$ cat src/rtl/jstk2_spi_scheduler.sv
// jstk2_spi_scheduler: sequences 5-byte PmodJSTK2 SPI frames (position polls and RGB LED writes)
module jstk2_spi_scheduler #(
  parameter int POLL_CYCLES     = 120000,
  parameter int SS_SETUP_CYCLES = 180,
  parameter int BYTE_GAP_CYCLES = 120
) (
  input  logic        clk,
  input  logic        rst_n,
  input  logic [23:0] rgb_in,
  output logic        spi_start,
  output logic [7:0]  spi_tx,
  input  logic        spi_busy,
  input  logic        spi_done,
  input  logic [7:0]  spi_rx,
  output logic        ss_n,
  output logic [9:0]  x_pos,
  output logic [9:0]  y_pos,
  output logic [1:0]  jstk_btn,
  output logic        data_valid,
  output logic        busy
);
  localparam int CW = $clog2(POLL_CYCLES + SS_SETUP_CYCLES + BYTE_GAP_CYCLES + 1);
  localparam logic [CW-1:0] POLL_LAST  = CW'(POLL_CYCLES - 1);
  localparam logic [CW-1:0] SETUP_LAST = CW'(SS_SETUP_CYCLES - 1);
  localparam logic [CW-1:0] GAP_LAST   = CW'(BYTE_GAP_CYCLES - 1);
  typedef enum logic [2:0] {IDLE, SETUP, SEND, WAIT, GAP, FINISH, RECOVER} state_t;
  state_t state, state_nx;
  logic [CW-1:0] cnt, cnt_nx;
  logic [2:0] idx;
  logic [23:0] last_sent, tx_rgb;
  logic dirty, is_color, pend;
  logic [7:0] rx0, rx2;
  logic [1:0] rx1, rx3;
  assign pend = dirty || rgb_in != last_sent;
  assign spi_start = state == SEND && !spi_busy;
  assign data_valid = state == FINISH;
  assign busy = state != IDLE;
  assign spi_tx = !is_color     ? 8'h00 :
                  idx == 3'd0   ? 8'h84 :
                  idx == 3'd1   ? tx_rgb[23:16] :
                  idx == 3'd2   ? tx_rgb[15:8] :
                  idx == 3'd3   ? tx_rgb[7:0] : 8'h00;
  always_comb begin
    state_nx = state;
    cnt_nx = cnt + 1'b1;
    case (state)
      IDLE:    if (pend || cnt == POLL_LAST) state_nx = SETUP;
      SETUP:   if (cnt >= SETUP_LAST) state_nx = SEND;
      SEND:    if (!spi_busy) state_nx = WAIT;
      WAIT:    if (spi_done) state_nx = idx == 3'd4 ? FINISH : GAP;
      GAP:     if (cnt >= GAP_LAST) state_nx = SEND;
      FINISH:  state_nx = RECOVER;
      RECOVER: if (cnt >= SETUP_LAST) state_nx = IDLE;
      default: state_nx = IDLE;
    endcase
    // the spi_done cycle already counts as the first gap clock
    if (state_nx != state) cnt_nx = state_nx == GAP ? CW'(1) : '0;
  end
  always_ff @(posedge clk or negedge rst_n)
    if (!rst_n) begin
      state <= IDLE;
      cnt <= '0;
      idx <= '0;
      ss_n <= 1'b1;
      last_sent <= '0;
      tx_rgb <= '0;
      dirty <= 1'b1;
      is_color <= 1'b0;
      rx0 <= '0;
      rx1 <= '0;
      rx2 <= '0;
      rx3 <= '0;
      x_pos <= '0;
      y_pos <= '0;
      jstk_btn <= '0;
    end else begin
      state <= state_nx;
      cnt <= cnt_nx;
      ss_n <= !(state_nx inside {SETUP, SEND, WAIT, GAP});
      if (state == IDLE && state_nx == SETUP) begin
        idx <= '0;
        is_color <= pend;
        if (pend) begin
          tx_rgb <= rgb_in;
          last_sent <= rgb_in;
          dirty <= 1'b0;
        end
      end
      if (state == WAIT && spi_done) begin
        if (idx == 3'd0) rx0 <= spi_rx;
        if (idx == 3'd1) rx1 <= spi_rx[1:0];
        if (idx == 3'd2) rx2 <= spi_rx;
        if (idx == 3'd3) rx3 <= spi_rx[1:0];
        if (idx != 3'd4) idx <= idx + 3'd1;
        // last byte goes straight from spi_rx so the frame commits as FINISH begins
        if (idx == 3'd4) begin
          x_pos <= {rx1, rx0};
          y_pos <= {rx3, rx2};
          jstk_btn <= spi_rx[1:0];
        end
      end
    end
endmodule

$ cat config.mk
export PLATFORM = sky130hd
export DESIGN_NAME = jstk2_spi_scheduler
export DESIGN_NICKNAME = d
export VERILOG_FILES = /design/src/rtl/jstk2_spi_scheduler.sv
export SDC_FILE = /design/constraint.sdc
export NUM_CORES = 1
export LEC_CHECK = 0
export ABC_AREA = 1
export CORE_MARGIN = 1
export CORE_UTILIZATION = 38
export CTS_CLUSTER_DIAMETER = 30
export DETAILED_ROUTE_END_ITERATION = 10
export GPL_ROUTABILITY_DRIVEN = 0
export GPL_TIMING_DRIVEN = 0
export PLACE_DENSITY = 0.63
export SYNTH_ARGS = -nofsm -noshare
export SYNTH_HDL_FRONTEND = slang
export SYNTH_SLANG_ARGS = --single-unit
$ cat constraint.sdc
create_clock -name clk -period 2.5 [get_ports clk]
set_clock_uncertainty 0.2 [all_clocks]
set_input_delay 0.75 -clock clk [delete_from_list [all_inputs] [get_ports clk]]
set_output_delay 0.75 -clock clk [all_outputs]
set_load 0.005 [all_outputs]
# Yosys cells after proc, flatten, opt, wreduce, memory -nomap -nowiden
# Index checks and enable logic that the tools add are counted.
[totals] ff_bits=92 latch_bits=0 mem_bits_rw=0 mem_bits_ro=0 inputBits=36 out_inout_bits=34 mem_count=0
[op_classes] n_addsub=2 mul=0 div=0 magnitude_cmp=2 n_eq_ne=18 shift=0 mux=18 bitwise=0 reduce_logical=17
[op_table] cell="two-way mux 8 bit" n=5
[op_table] cell="two-way mux 3 bit" n=9
[op_table] cell="inequality test 24 bit" n=1
[op_table] cell="case mux 3 bit (7 select lines)" n=1
[op_table] cell="equality test 3 x 2 -> 1 bit (second input constant)" n=6
[op_table] cell="adder 17 x 1 -> 17 bit (second input constant)" n=1
[op_table] cell="equality test 17 bit (second input constant)" n=1
[op_table] cell="greater-or-equal comparator 17 x 7 -> 1 bit (second input constant)" n=1
[op_table] cell="greater-or-equal comparator 17 x 8 -> 1 bit (second input constant)" n=1
[op_table] cell="two-way mux 17 bit" n=1
[op_table] cell="equality test 3 bit (second input constant)" n=5
[op_table] cell="AND reduction 2 bit" n=6
[op_table] cell="equality test 3 x 1 -> 1 bit (second input constant)" n=3
[op_table] cell="zero test 3 bit" n=2
[op_table] cell="nonzero test 4 bit" n=1
[op_table] cell="adder 3 x 1 -> 3 bit (second input constant)" n=1
[op_table] cell="logical AND 1 bit" n=3
[op_table] cell="inequality test 3 bit" n=1
[op_table] cell="inequality test 3 bit (second input constant)" n=1
[op_table] cell="nonzero test 3 bit" n=1
[op_table] cell="zero test 1 bit" n=2
[op_table] cell="logical OR 1 bit" n=2
[op_table] cell="two-way mux 1 bit" n=2

# Longest topological paths before layout
# Gate-level depths: netlist (run 1).
[logic_depth] word_depth=10 mapped_depth=16 ltp_nobuf=15

# Worst setup path after synthesis (run 1)
# Ideal clock, no wire load.
[synth_path] path_kind="reg2out" start="reg idx[0]" end="out spi_tx[2]" arrival_ns=1.307 required_time_ns=1.550 path_slack_ns=0.243 stages_incl_launch_ff=8 n_path_buf=1 cell_sequence="dfrtp_1 inv_1 ha_1 nand2_1 clkbuf_1 o21ai_0 o211ai_1 a31oi_1"
[synth_between] elab_chain_cells=6
[synth_rtl] element="start, declared" line_no="29" rtl="logic [2:0] idx;"
[synth_rtl] element="start signal, assigned" line_no="94" rtl="if (idx != 3'd4) idx <= idx + 3'd1;"
[synth_rtl] element="equality test 3 x 2 -> 1 bit" line_no="42" rtl="idx == 3'd3 ? tx_rgb[7:0] : 8'h00;"
[synth_rtl] element="two-way mux 8 bit" line_no="42"
[synth_rtl] element="two-way mux 8 bit" line_no="41" rtl="idx == 3'd2 ? tx_rgb[15:8] :"
[synth_rtl] element="two-way mux 8 bit" line_no="40" rtl="idx == 3'd1 ? tx_rgb[23:16] :"
[synth_rtl] element="two-way mux 8 bit (*)" line_no="39" rtl="idx == 3'd0 ? 8'h84 :"
[synth_rtl] element="two-way mux 8 bit (*)" line_no="38" rtl="assign spi_tx = !is_color ? 8'h00 :"
[synth_rtl] element="end, declared" line_no="11" rtl="output logic [7:0] spi_tx,"
# Every way passes the cells marked *; elsewhere a longest branch is shown, timed or not.

# Final worst setup path (run 1)
[layout_path] start="reg idx[0]" end="out spi_tx[4]"
# The elaborated chain is that of the path after synthesis.

==> summary.md, run 1 <==
| Metric | Value |
|---|---|
| Run status | `finished with violations` |
| Violated checks | `negative setup slack` |
| Area of the placeable core | `12100 µm²` |
| Fraction of the yosys area taken by sequential cells | `48.3%` |
| Clk root buf | `sky130_fd_sc_hd__clkbuf_16` |
| Power, Total | `0.00634 W` |
| Largest fanout on the critical path | `6` |
| Total half-perimeter wirelength after legalization and detailed placement | `8120 µm` |
| Top flip-flop cell by instance count after synthesis | `sky130_fd_sc_hd__dfrtp_1` |
| Detailed-router iteration count before antenna repair | `5` |
| Flop and latch count out of synthesis | `92` |
| Y dimension of the die | `114 µm` |
| Number of sinks on the clock net | `92` |
| Data arrival time of the critical path | `1.78 ns` |
| Full die area | `13000 µm²` |
| Remaining Overflow, GRT | `0` |
| Number of remaining DRC errors | `0` |
| Post-route ant nets | `0` |
| Power Dens Cells | `951 nW/µm²` |
| FMAX | `0.366 GHz` |
| Final-stage net count | `732` |
| Switching share of power | `37.1%` |
| Drt initial violations | `172` |
| Number of synthesized flops with an enable pin | `0` |
| Number of antenna violations at the first check in global routing | `0` |
| Critical path endpoint category | `output port` |
| CTS H-tree lvls | `3` |
| Number of placed instances with taps included | `812` |
| CP Class | `reg -> out` |
| Proportion of layout cells with a drive suffix above 1 | `27.1%` |
| Effective utilization at floorplan | `39.4%` |
| DR vias | `4145` |
| Clock-pin slew reported for the worst setup and hold paths after clock tree synthesis | `0.07 ns` |
| Buffers added on ports | `69` |
| Post-Syn Area | `4770 µm²` |
| Slowest CP cell | `sky130_fd_sc_hd__dfrtp_2` |
| I/O Pins | `70` |
| Maximum root-to-sink buffer count | `2` |
| CP startpoint kind | `flip-flop` |
| P&R area growth vs syn | `39.8%` |
| Number of vias per cell after detailed routing | `4.80` |
| Max_cap viols | `0` |
| Maximum cell stage delay along the critical path | `0.47 ns` |
| Per-instance average area after synthesis | `8.31 µm²` |
| Final Max Slew Viols | `0` |
| Hold/Removal Path Class | `in -> async` |
| Post-synthesis net count | `616` |
| Number of buffers created by CTS | `9` |
| Post-route minimum period | `2.73 ns` |
| Setup Total Neg Slack | `-1.72 ns` |
| Max IR drop VDD | `0.588 mV` |
| Count of cell types in the netlist | `36` |
| Fraction of power consumed by the clock network | `20.9%` |
| Slew at the pin closest to its max-slew limit | `0.624 ns` |
| Filler cell count in the final layout | `1104` |
| Rows | `40` |
| All-layer global routing usage | `19.0%` |
| Count of non-filler cells in the finished layout | `863` |
| Unrepaired setup endpoints after global routing | `yes` |
| Antenna diode count | `0` |
| Ordered cell list for the critical path | `ha_4, ha_4, buf_12, nand3_2, o21ai_1, o21ai_1, inv_1, buf_2` |
| Max transition margin | `58.4%` |
| First-pass GRT wire length | `19200 µm` |
| Internal Power | `0.00399 W` |
| Period Utilization, post-route | `109%` |
| Worst Setup Slack, final | `-0.233 ns` |
| Number of synthesis warnings | `0` |
| Final-report hold violation count | `0` |
| Number of global-route vias before repair | `4067` |
| R2R setup slack | `0.21 ns` |
| Share of total power in sequential cells | `33.7%` |
| Relative contribution of combinational cells to total power | `45.4%` |
| Ys async rst share | `100%` |
| Static Leak | `3.30 nW` |
| Number of buffers added to fix hold violations after cts | `0` |
| Data required time of the worst path | `1.55 ns` |
| Routed len/inst | `13.8 µm` |
| TritonCTS clock tree | `built` |
| Final wirelength | `11900 µm` |
| Cell count after synthesis | `574` |
| Die Span X | `114 µm` |
| Maximum number of pins on one net before global-route repair | `48` |
| Final setup violation count | `8` |
| Switch Pwr | `0.00235 W` |
| Worst skew pair latency | `0.35 ns` |
| Worst Reg-to-Reg Cells | `13` |
-- logic make-up after synthesis --
group	Yosys count	share of synthesized area, %
compound gates	81	9.13
xor+xnor	13	2.39
fa+ha+maj	6	1.57
buf+inv	99	8.32
flops	92	48.3
mux	26	6.14
simple gates	257	24.1
-- per-stage QoR --
stage	hold slack (ns)	setup WS (ns)	util, %	instance area [µm²]
floorplan	0.249	0.243	-	4770
global placement	0.264	-3.00	46.8	5670
detailed placement	0.275	-0.577	47.0	5690
CTS	0.225	-0.263	53.2	6440
global route	0.256	-0.325	55.0	6670
finish	0.208	-0.233	55.0	6670
-- sequential cells by signal, indices dropped and copies added, names as in the netlist, 2 cells and up --
name      flops
x_pos        10
rx3           2
y_pos        10
tx_rgb       24
idx           3
rx2           8
jstk_btn      2
cnt          17
rx0           8
state         3
rx1           2
-- power groups by stage --
| stage | Combinational, W | Clock [W] | Sequential (W) |
|---|---|---|---|
| final | 0.00288 | 0.00132 | 0.00214 |
| after global routing | 0.00315 | 0.00141 | 0.00219 |
| after CTS | 0.00263 | 0.00136 | 0.00212 |
| after detailed placement | 0.00189 | 0 | 0.00213 |
| after global placement | 0.00185 | 0 | 0.00212 |
| after floorplan | 0.00135 | 0 | 0.00206 |
-- cell type report --
cell class	instances	area, µm²	area share [%]
inverter	86	335	5.03
multi-input combinational	383	2340	35.2
clock inverter	4	31.3	0.469
timing repair buffer	105	1060	15.9
buffer	13	119	1.78
clock buffer	12	256	3.85
tap	168	210	3.15
sequential	92	2310	34.6
-- Yosys cell counts, types with 2 or more instances --
cell type | number | share of area (%)
sky130_fd_sc_hd__a21oi_1 | 10 | 1.0
sky130_fd_sc_hd__a31oi_1 | 2 | 0.26
sky130_fd_sc_hd__buf_2 | 2 | 0.21
sky130_fd_sc_hd__buf_4 | 3 | 0.47
sky130_fd_sc_hd__clkbuf_1 | 7 | 0.55
sky130_fd_sc_hd__dfrtp_1 | 90 | 47
sky130_fd_sc_hd__dfstp_2 | 2 | 1.1
sky130_fd_sc_hd__ha_1 | 6 | 1.6
sky130_fd_sc_hd__inv_1 | 83 | 6.5
sky130_fd_sc_hd__inv_2 | 3 | 0.24
sky130_fd_sc_hd__mux2_2 | 26 | 6.1
sky130_fd_sc_hd__nand2_1 | 141 | 11
sky130_fd_sc_hd__nand2_2 | 7 | 0.92
sky130_fd_sc_hd__nand3_1 | 22 | 2.3
sky130_fd_sc_hd__nand3_4 | 2 | 0.73
sky130_fd_sc_hd__nand4_1 | 5 | 0.66
sky130_fd_sc_hd__nor2_1 | 51 | 4.0
sky130_fd_sc_hd__nor2_2 | 15 | 2.0
sky130_fd_sc_hd__nor2_4 | 4 | 0.94
sky130_fd_sc_hd__nor3_1 | 5 | 0.52
sky130_fd_sc_hd__o211ai_1 | 2 | 0.31
sky130_fd_sc_hd__o21ai_0 | 60 | 6.3
sky130_fd_sc_hd__o21bai_1 | 2 | 0.31
sky130_fd_sc_hd__xnor2_1 | 6 | 1.1
sky130_fd_sc_hd__xor2_1 | 7 | 1.3
-- worst paths after layout --
| kind | endpoint | start |
|---|---|---|
| setup reg to reg | cnt[16] | cnt[0] |
| setup / recovery | spi_tx[4] | idx[0] |
| max in group asynchronous | ss_n | rst_n |
| hold reg to reg | rx2[2] | rx2[2] |
| min in group clk | rx2[2] | rx2[2] |
| hold / removal | x_pos[4] | rst_n |
-- worst max-delay path, delay by kind of cell (launching register included) --
| family | cells | cell delay, ns |
|---|---|---|
| compound gates | 2 | 0.24 |
| fa+ha+maj | 2 | 0.36 |
| buf+inv | 3 | 0.31 |
| flops | 1 | 0.47 |
| simple gates | 1 | 0.06 |
-- cells in the final DEF (no fill, tap or decap), types with 6 or more instances in the layout --
cell type	Yosys	final
sky130_fd_sc_hd__clkdlybuf4s50_1	0	35
sky130_fd_sc_hd__dfrtp_1	90	87
sky130_fd_sc_hd__mux2_2	26	26
sky130_fd_sc_hd__nand3_2	1	7
sky130_fd_sc_hd__inv_2	3	9
sky130_fd_sc_hd__inv_1	83	72
sky130_fd_sc_hd__nand2_4	1	6
sky130_fd_sc_hd__a21oi_1	10	6
sky130_fd_sc_hd__nand2_2	7	9
sky130_fd_sc_hd__xor2_1	7	7
sky130_fd_sc_hd__buf_4	3	27
sky130_fd_sc_hd__dlygate4sd2_1	0	7
sky130_fd_sc_hd__o21ai_1	1	9
sky130_fd_sc_hd__buf_2	2	8
sky130_fd_sc_hd__nor2_1	51	42
sky130_fd_sc_hd__xnor2_1	6	6
sky130_fd_sc_hd__buf_6	0	9
sky130_fd_sc_hd__nor2_2	15	23
sky130_fd_sc_hd__clkbuf_16	0	9
sky130_fd_sc_hd__o21ai_0	60	47
sky130_fd_sc_hd__dlymetal6s2s_1	0	17
sky130_fd_sc_hd__nand3_1	22	15
sky130_fd_sc_hd__nand2_1	141	134
-- per-layer routing --
metal  routed length (µm)  global-route usage, %  share of wire (%)  vias up
met5                    0                      0                  0        -
met4                  216                   5.71                1.8        0
met3                  666                   5.90                5.6       19
met2                 5770                   31.8                 49      103
met1                 5230                   23.6                 44     1988
li1                     -                      -                  -     2035
-- timing repair --
item | in CTS | in global routing
gates cloned | 2 | 0
resized for setup | 120 | 55
hold endpoints to repair | 0 | 0
setup endpoints to repair | 37 | 51
buffers inserted | 25 | 8
pin swaps | 33 | 26
Note: power is estimated with default switching activity, not from simulation.
==> run 2, diff against run 1 <==
--- a/config.mk
+++ b/config.mk
@@ -12,7 +12,7 @@
 export DETAILED_ROUTE_END_ITERATION = 10
 export GPL_ROUTABILITY_DRIVEN = 0
 export GPL_TIMING_DRIVEN = 0
-export PLACE_DENSITY = 0.63
+export PLACE_DENSITY = 0.64
 export SYNTH_ARGS = -nofsm -noshare
 export SYNTH_HDL_FRONTEND = slang
 export SYNTH_SLANG_ARGS = --single-unit
==> summary.md, run 2 (synthesized netlist as in run 1, its figures left out) <==
| Metric | Value |
|---|---|
| Number of buffers created by CTS | `9 (unchanged)` |
| Y dimension of the die | `114 µm (unchanged)` |
| Detailed-router iteration count before antenna repair | `5 (unchanged)` |
| Worst Reg-to-Reg Cells | `14 (was 13)` |
| Worst path bufs/invs | `3 (unchanged)` |
| Slowest CP cell | `sky130_fd_sc_hd__dfrtp_2 (unchanged)` |
| Clock-pin slew reported for the worst setup and hold paths after clock tree synthesis | `0.07 ns (about the same)` |
| Max IR drop VDD | `0.539 mV (was 0.588 mV)` |
| Final setup violation count | `8 (unchanged)` |
| Leading cell type in the layout, fill and taps excluded | `sky130_fd_sc_hd__nand2_1 (unchanged)` |
| Worst flop-to-flop path startpoint | `cnt[0] (unchanged)` |
| Number of sinks on the clock net | `92 (unchanged)` |
| Max transition margin | `59.3% (was 58.4%)` |
| Final-report hold violation count | `0 (unchanged)` |
| Total half-perimeter wirelength after legalization and detailed placement | `8100 µm (was 8120 µm)` |
| Filler cell count in the final layout | `1105 (was 1104)` |
| Storage element area | `2310 µm² (unchanged)` |
| Violated checks | `negative setup slack (unchanged)` |
| CP Class | `reg -> out (unchanged)` |
| Cell area after placement | `5690 µm² (unchanged)` |
| Buffers added on ports | `69 (unchanged)` |
| Maximum root-to-sink buffer count | `2 (unchanged)` |
| Slew at the pin closest to its max-slew limit | `0.610 ns (was 0.624 ns)` |
| Data arrival time of the critical path | `1.83 ns (was 1.78 ns)` |
| Internal Power | `0.00387 W (was 0.00399 W)` |
| Number of vias per cell after detailed routing | `4.80 (about the same)` |
| Most flop-heavy register | `tx_rgb (unchanged)` |
| Final-stage net count | `734 (was 732)` |
| Relative contribution of combinational cells to total power | `45.0% (was 45.4%)` |
| Final wirelength | `11900 µm (about the same)` |
| Routed len/inst | `13.7 µm (was 13.8 µm)` |
| Worst Setup Slack, final | `-0.282 ns (was -0.233 ns)` |
| Setup Total Neg Slack | `-1.91 ns (was -1.72 ns)` |
| Number of global-route vias before repair | `4085 (was 4067)` |
| Max_cap viols | `0 (unchanged)` |
| Drt initial violations | `312 (was 172)` |
| Effective utilization at floorplan | `39.4% (unchanged)` |
| Antenna diode count | `0 (unchanged)` |
| All-layer global routing usage | `18.8% (was 19.0%)` |
| Highest-count cells in the layout ignoring fill and taps | `sky130_fd_sc_hd__nand2_1 (135), sky130_fd_sc_hd__dfrtp_1 (87), sky130_fd_sc_hd__inv_1 (74) (was sky130_fd_sc_hd__nand2_1 (134), sky130_fd_sc_hd__dfrtp_1 (87), sky130_fd_sc_hd__inv_1 (72))` |
| First-pass GRT wire length | `19200 µm (unchanged)` |
| Worst skew pair latency | `0.34 ns (was 0.35 ns)` |
| Maximum number of pins on one net before global-route repair | `49 (was 48)` |
| Combined area of the multi-input logic cells | `2290 µm² (was 2340 µm²)` |
| Worst setup startpoint | `idx[0] (unchanged)` |
| Switch Pwr | `0.00232 W (was 0.00235 W)` |
| Hold/Removal Path Class | `in -> async (unchanged)` |
| Ordered cell list for the critical path | `buf_6, ha_4, ha_4, inv_4, o21ai_1, o211ai_1, a31oi_1, buf_2 (was ha_4, ha_4, buf_12, nand3_2, o21ai_1, o21ai_1, inv_1, buf_2)` |
| Remaining Overflow, GRT | `0 (unchanged)` |
| Maximum cell stage delay along the critical path | `0.40 ns (was 0.47 ns)` |
| Post-route ant nets | `0 (unchanged)` |
| Largest registers | `tx_rgb x24, cnt x17 (unchanged)` |
| Power Dens Cells | `939 nW/µm² (was 951 nW/µm²)` |
| FMAX | `0.359 GHz (was 0.366 GHz)` |
| Worst setup path endpoint | `spi_tx[2] (was spi_tx[4])` |
| Switching share of power | `37.4% (was 37.1%)` |
| Run status | `finished with violations (unchanged)` |
| Number of remaining DRC errors | `0 (unchanged)` |
| Static Leak | `3.26 nW (was 3.30 nW)` |
| Area of the placeable core | `12100 µm² (unchanged)` |
| Fraction of power consumed by the clock network | `20.6% (was 20.9%)` |
| CP startpoint kind | `flip-flop (unchanged)` |
| Cell depth of the worst setup path | `8 (unchanged)` |
| Post-placement worst setup slack | `-0.610 ns (was -0.577 ns)` |
| Die Span X | `114 µm (unchanged)` |
| DR vias | `4151 (was 4145)` |
| Number of buffers added to fix hold violations after cts | `0 (unchanged)` |
| Full die area | `13000 µm² (unchanged)` |
| Period Utilization, post-route | `111% (was 109%)` |
| P&R area growth vs syn | `38.3% (was 39.8%)` |
| CTS H-tree lvls | `3 (unchanged)` |
| Number of antenna violations at the first check in global routing | `0 (unchanged)` |
| Unrepaired setup endpoints after global routing | `yes (unchanged)` |
| End-of-flow core utilization | `54.5% (was 55.0%)` |
| R2R setup slack | `0.25 ns (was 0.21 ns)` |
| Design area | `6600 µm² (was 6670 µm²)` |
| Reg2reg end | `cnt[11] (was cnt[16])` |
| I/O Pins | `70 (unchanged)` |
| Post-route minimum period | `2.78 ns (was 2.73 ns)` |
| Critical path endpoint category | `output port (unchanged)` |
| Largest fanout on the critical path | `7 (was 6)` |
| Worst path top cell family by delay | `compound AO/OA/AOI/OAI gates (was flip-flops)` |
| Share of total power in sequential cells | `34.3% (was 33.7%)` |
| Clk root buf | `sky130_fd_sc_hd__clkbuf_16 (unchanged)` |
| Most used cell along the critical path | `sky130_fd_sc_hd__ha_4` |
| Proportion of layout cells with a drive suffix above 1 | `26.0% (was 27.1%)` |
| TritonCTS clock tree | `built (unchanged)` |
| Rows | `40 (unchanged)` |
| Final Max Slew Viols | `0 (unchanged)` |
| Data required time of the worst path | `1.55 ns (about the same)` |
| Number of flip-flops in the largest register | `24 (unchanged)` |
run 2: cell count changes in the layout (fill, tap and decap cells not counted), moves of 3 or more:
cell | previous run | this run
sky130_fd_sc_hd__dlygate4sd2_1 | 7 | 10
sky130_fd_sc_hd__dlymetal6s2s_1 | 17 | 12
sky130_fd_sc_hd__o21ai_1 | 9 | 14
sky130_fd_sc_hd__clkdlybuf4s50_1 | 35 | 38
run 2: layout make-up:
| type | count | share of cell area (%) |
|---|---|---|
| buffer | 13 | 1.88 |
| clock buffer | 10 | 3.47 |
| sequential | 92 | 35.0 |
| multi-input combinational | 383 | 34.7 |
| inverter | 86 | 5.05 |
| tap | 168 | 3.19 |
| clock inverter | 6 | 0.702 |
| timing repair buffer | 107 | 16.0 |
run 2: power groups by stage:
stage	Clock [W]	Sequential [W]	Combinational [W]
2_1_floorplan	0	0.00206	0.00135
3_3_place_gp	0	0.00211	0.00186
3_5_place_dp	0	0.00212	0.00191
4_1_cts	0.00131	0.00212	0.00249
5_1_grt	0.00138	0.00217	0.00304
6_report	0.00128	0.00213	0.00279
run 2: worst min path at each step:
| stage | depth (start not counted) | endpoint | startpoint | slack, ns |
|---|---|---|---|---|
| global placement | 2 | rx0[0] | rx0[0] | 0.26 |
| finish | 1 | x_pos[4] | rst_n | 0.21 |
| detailed placement | 2 | rx2[1] | rx2[1] | 0.27 |
| floorplan | 0 | cnt[0] | rst_n | 0.25 |
| CTS | 1 | x_pos[4] | rst_n | 0.24 |
| global route | 1 | rx0[4] | rst_n | 0.26 |
run 2: per-stage QoR:
| stage | power, W | cells | hold WS (ns) |
|---|---|---|---|
| 2_1_floorplan | 0.00341 | 574 | 0.249 |
| 3_3_place_gp | 0.00397 | 811 | 0.262 |
| 3_5_place_dp | 0.00403 | 812 | 0.269 |
| 4_1_cts | 0.00592 | 856 | 0.241 |
| 5_1_grt | 0.00659 | 865 | 0.256 |
| 6_report | 0.00619 | 865 | 0.214 |
run 2: layer usage:
layer,part of all wire (%),track usage (%)
met1,44,24.0
met4,1.9,7.27
met3,6.4,4.52
met2,48,30.9
met5,0,0
run 2: what timing repair did:
item,4_1_cts,5_1_grt
buffers inserted,25,8
gates cloned,3,1
gates resized for setup,121,40
pin swaps,27,25
setup endpoints to repair,34,51
hold endpoints to repair,0,0
run 2: worst reg2reg max path: stages (launching register included):
cell                      delay [ns]
sky130_fd_sc_hd__dfrtp_1        0.39
sky130_fd_sc_hd__ha_2           0.22
sky130_fd_sc_hd__nand2_1        0.05
sky130_fd_sc_hd__inv_1          0.07
sky130_fd_sc_hd__nand3_1        0.06
sky130_fd_sc_hd__or2_0          0.20
sky130_fd_sc_hd__o21ai_1        0.17
sky130_fd_sc_hd__nand2_1        0.14
sky130_fd_sc_hd__nand3_4        0.13
sky130_fd_sc_hd__nand2_2        0.06
sky130_fd_sc_hd__nand2_2        0.08
sky130_fd_sc_hd__nand2_4        0.08
sky130_fd_sc_hd__buf_12         0.13
sky130_fd_sc_hd__buf_16         0.12
sky130_fd_sc_hd__nor2_2         0.07
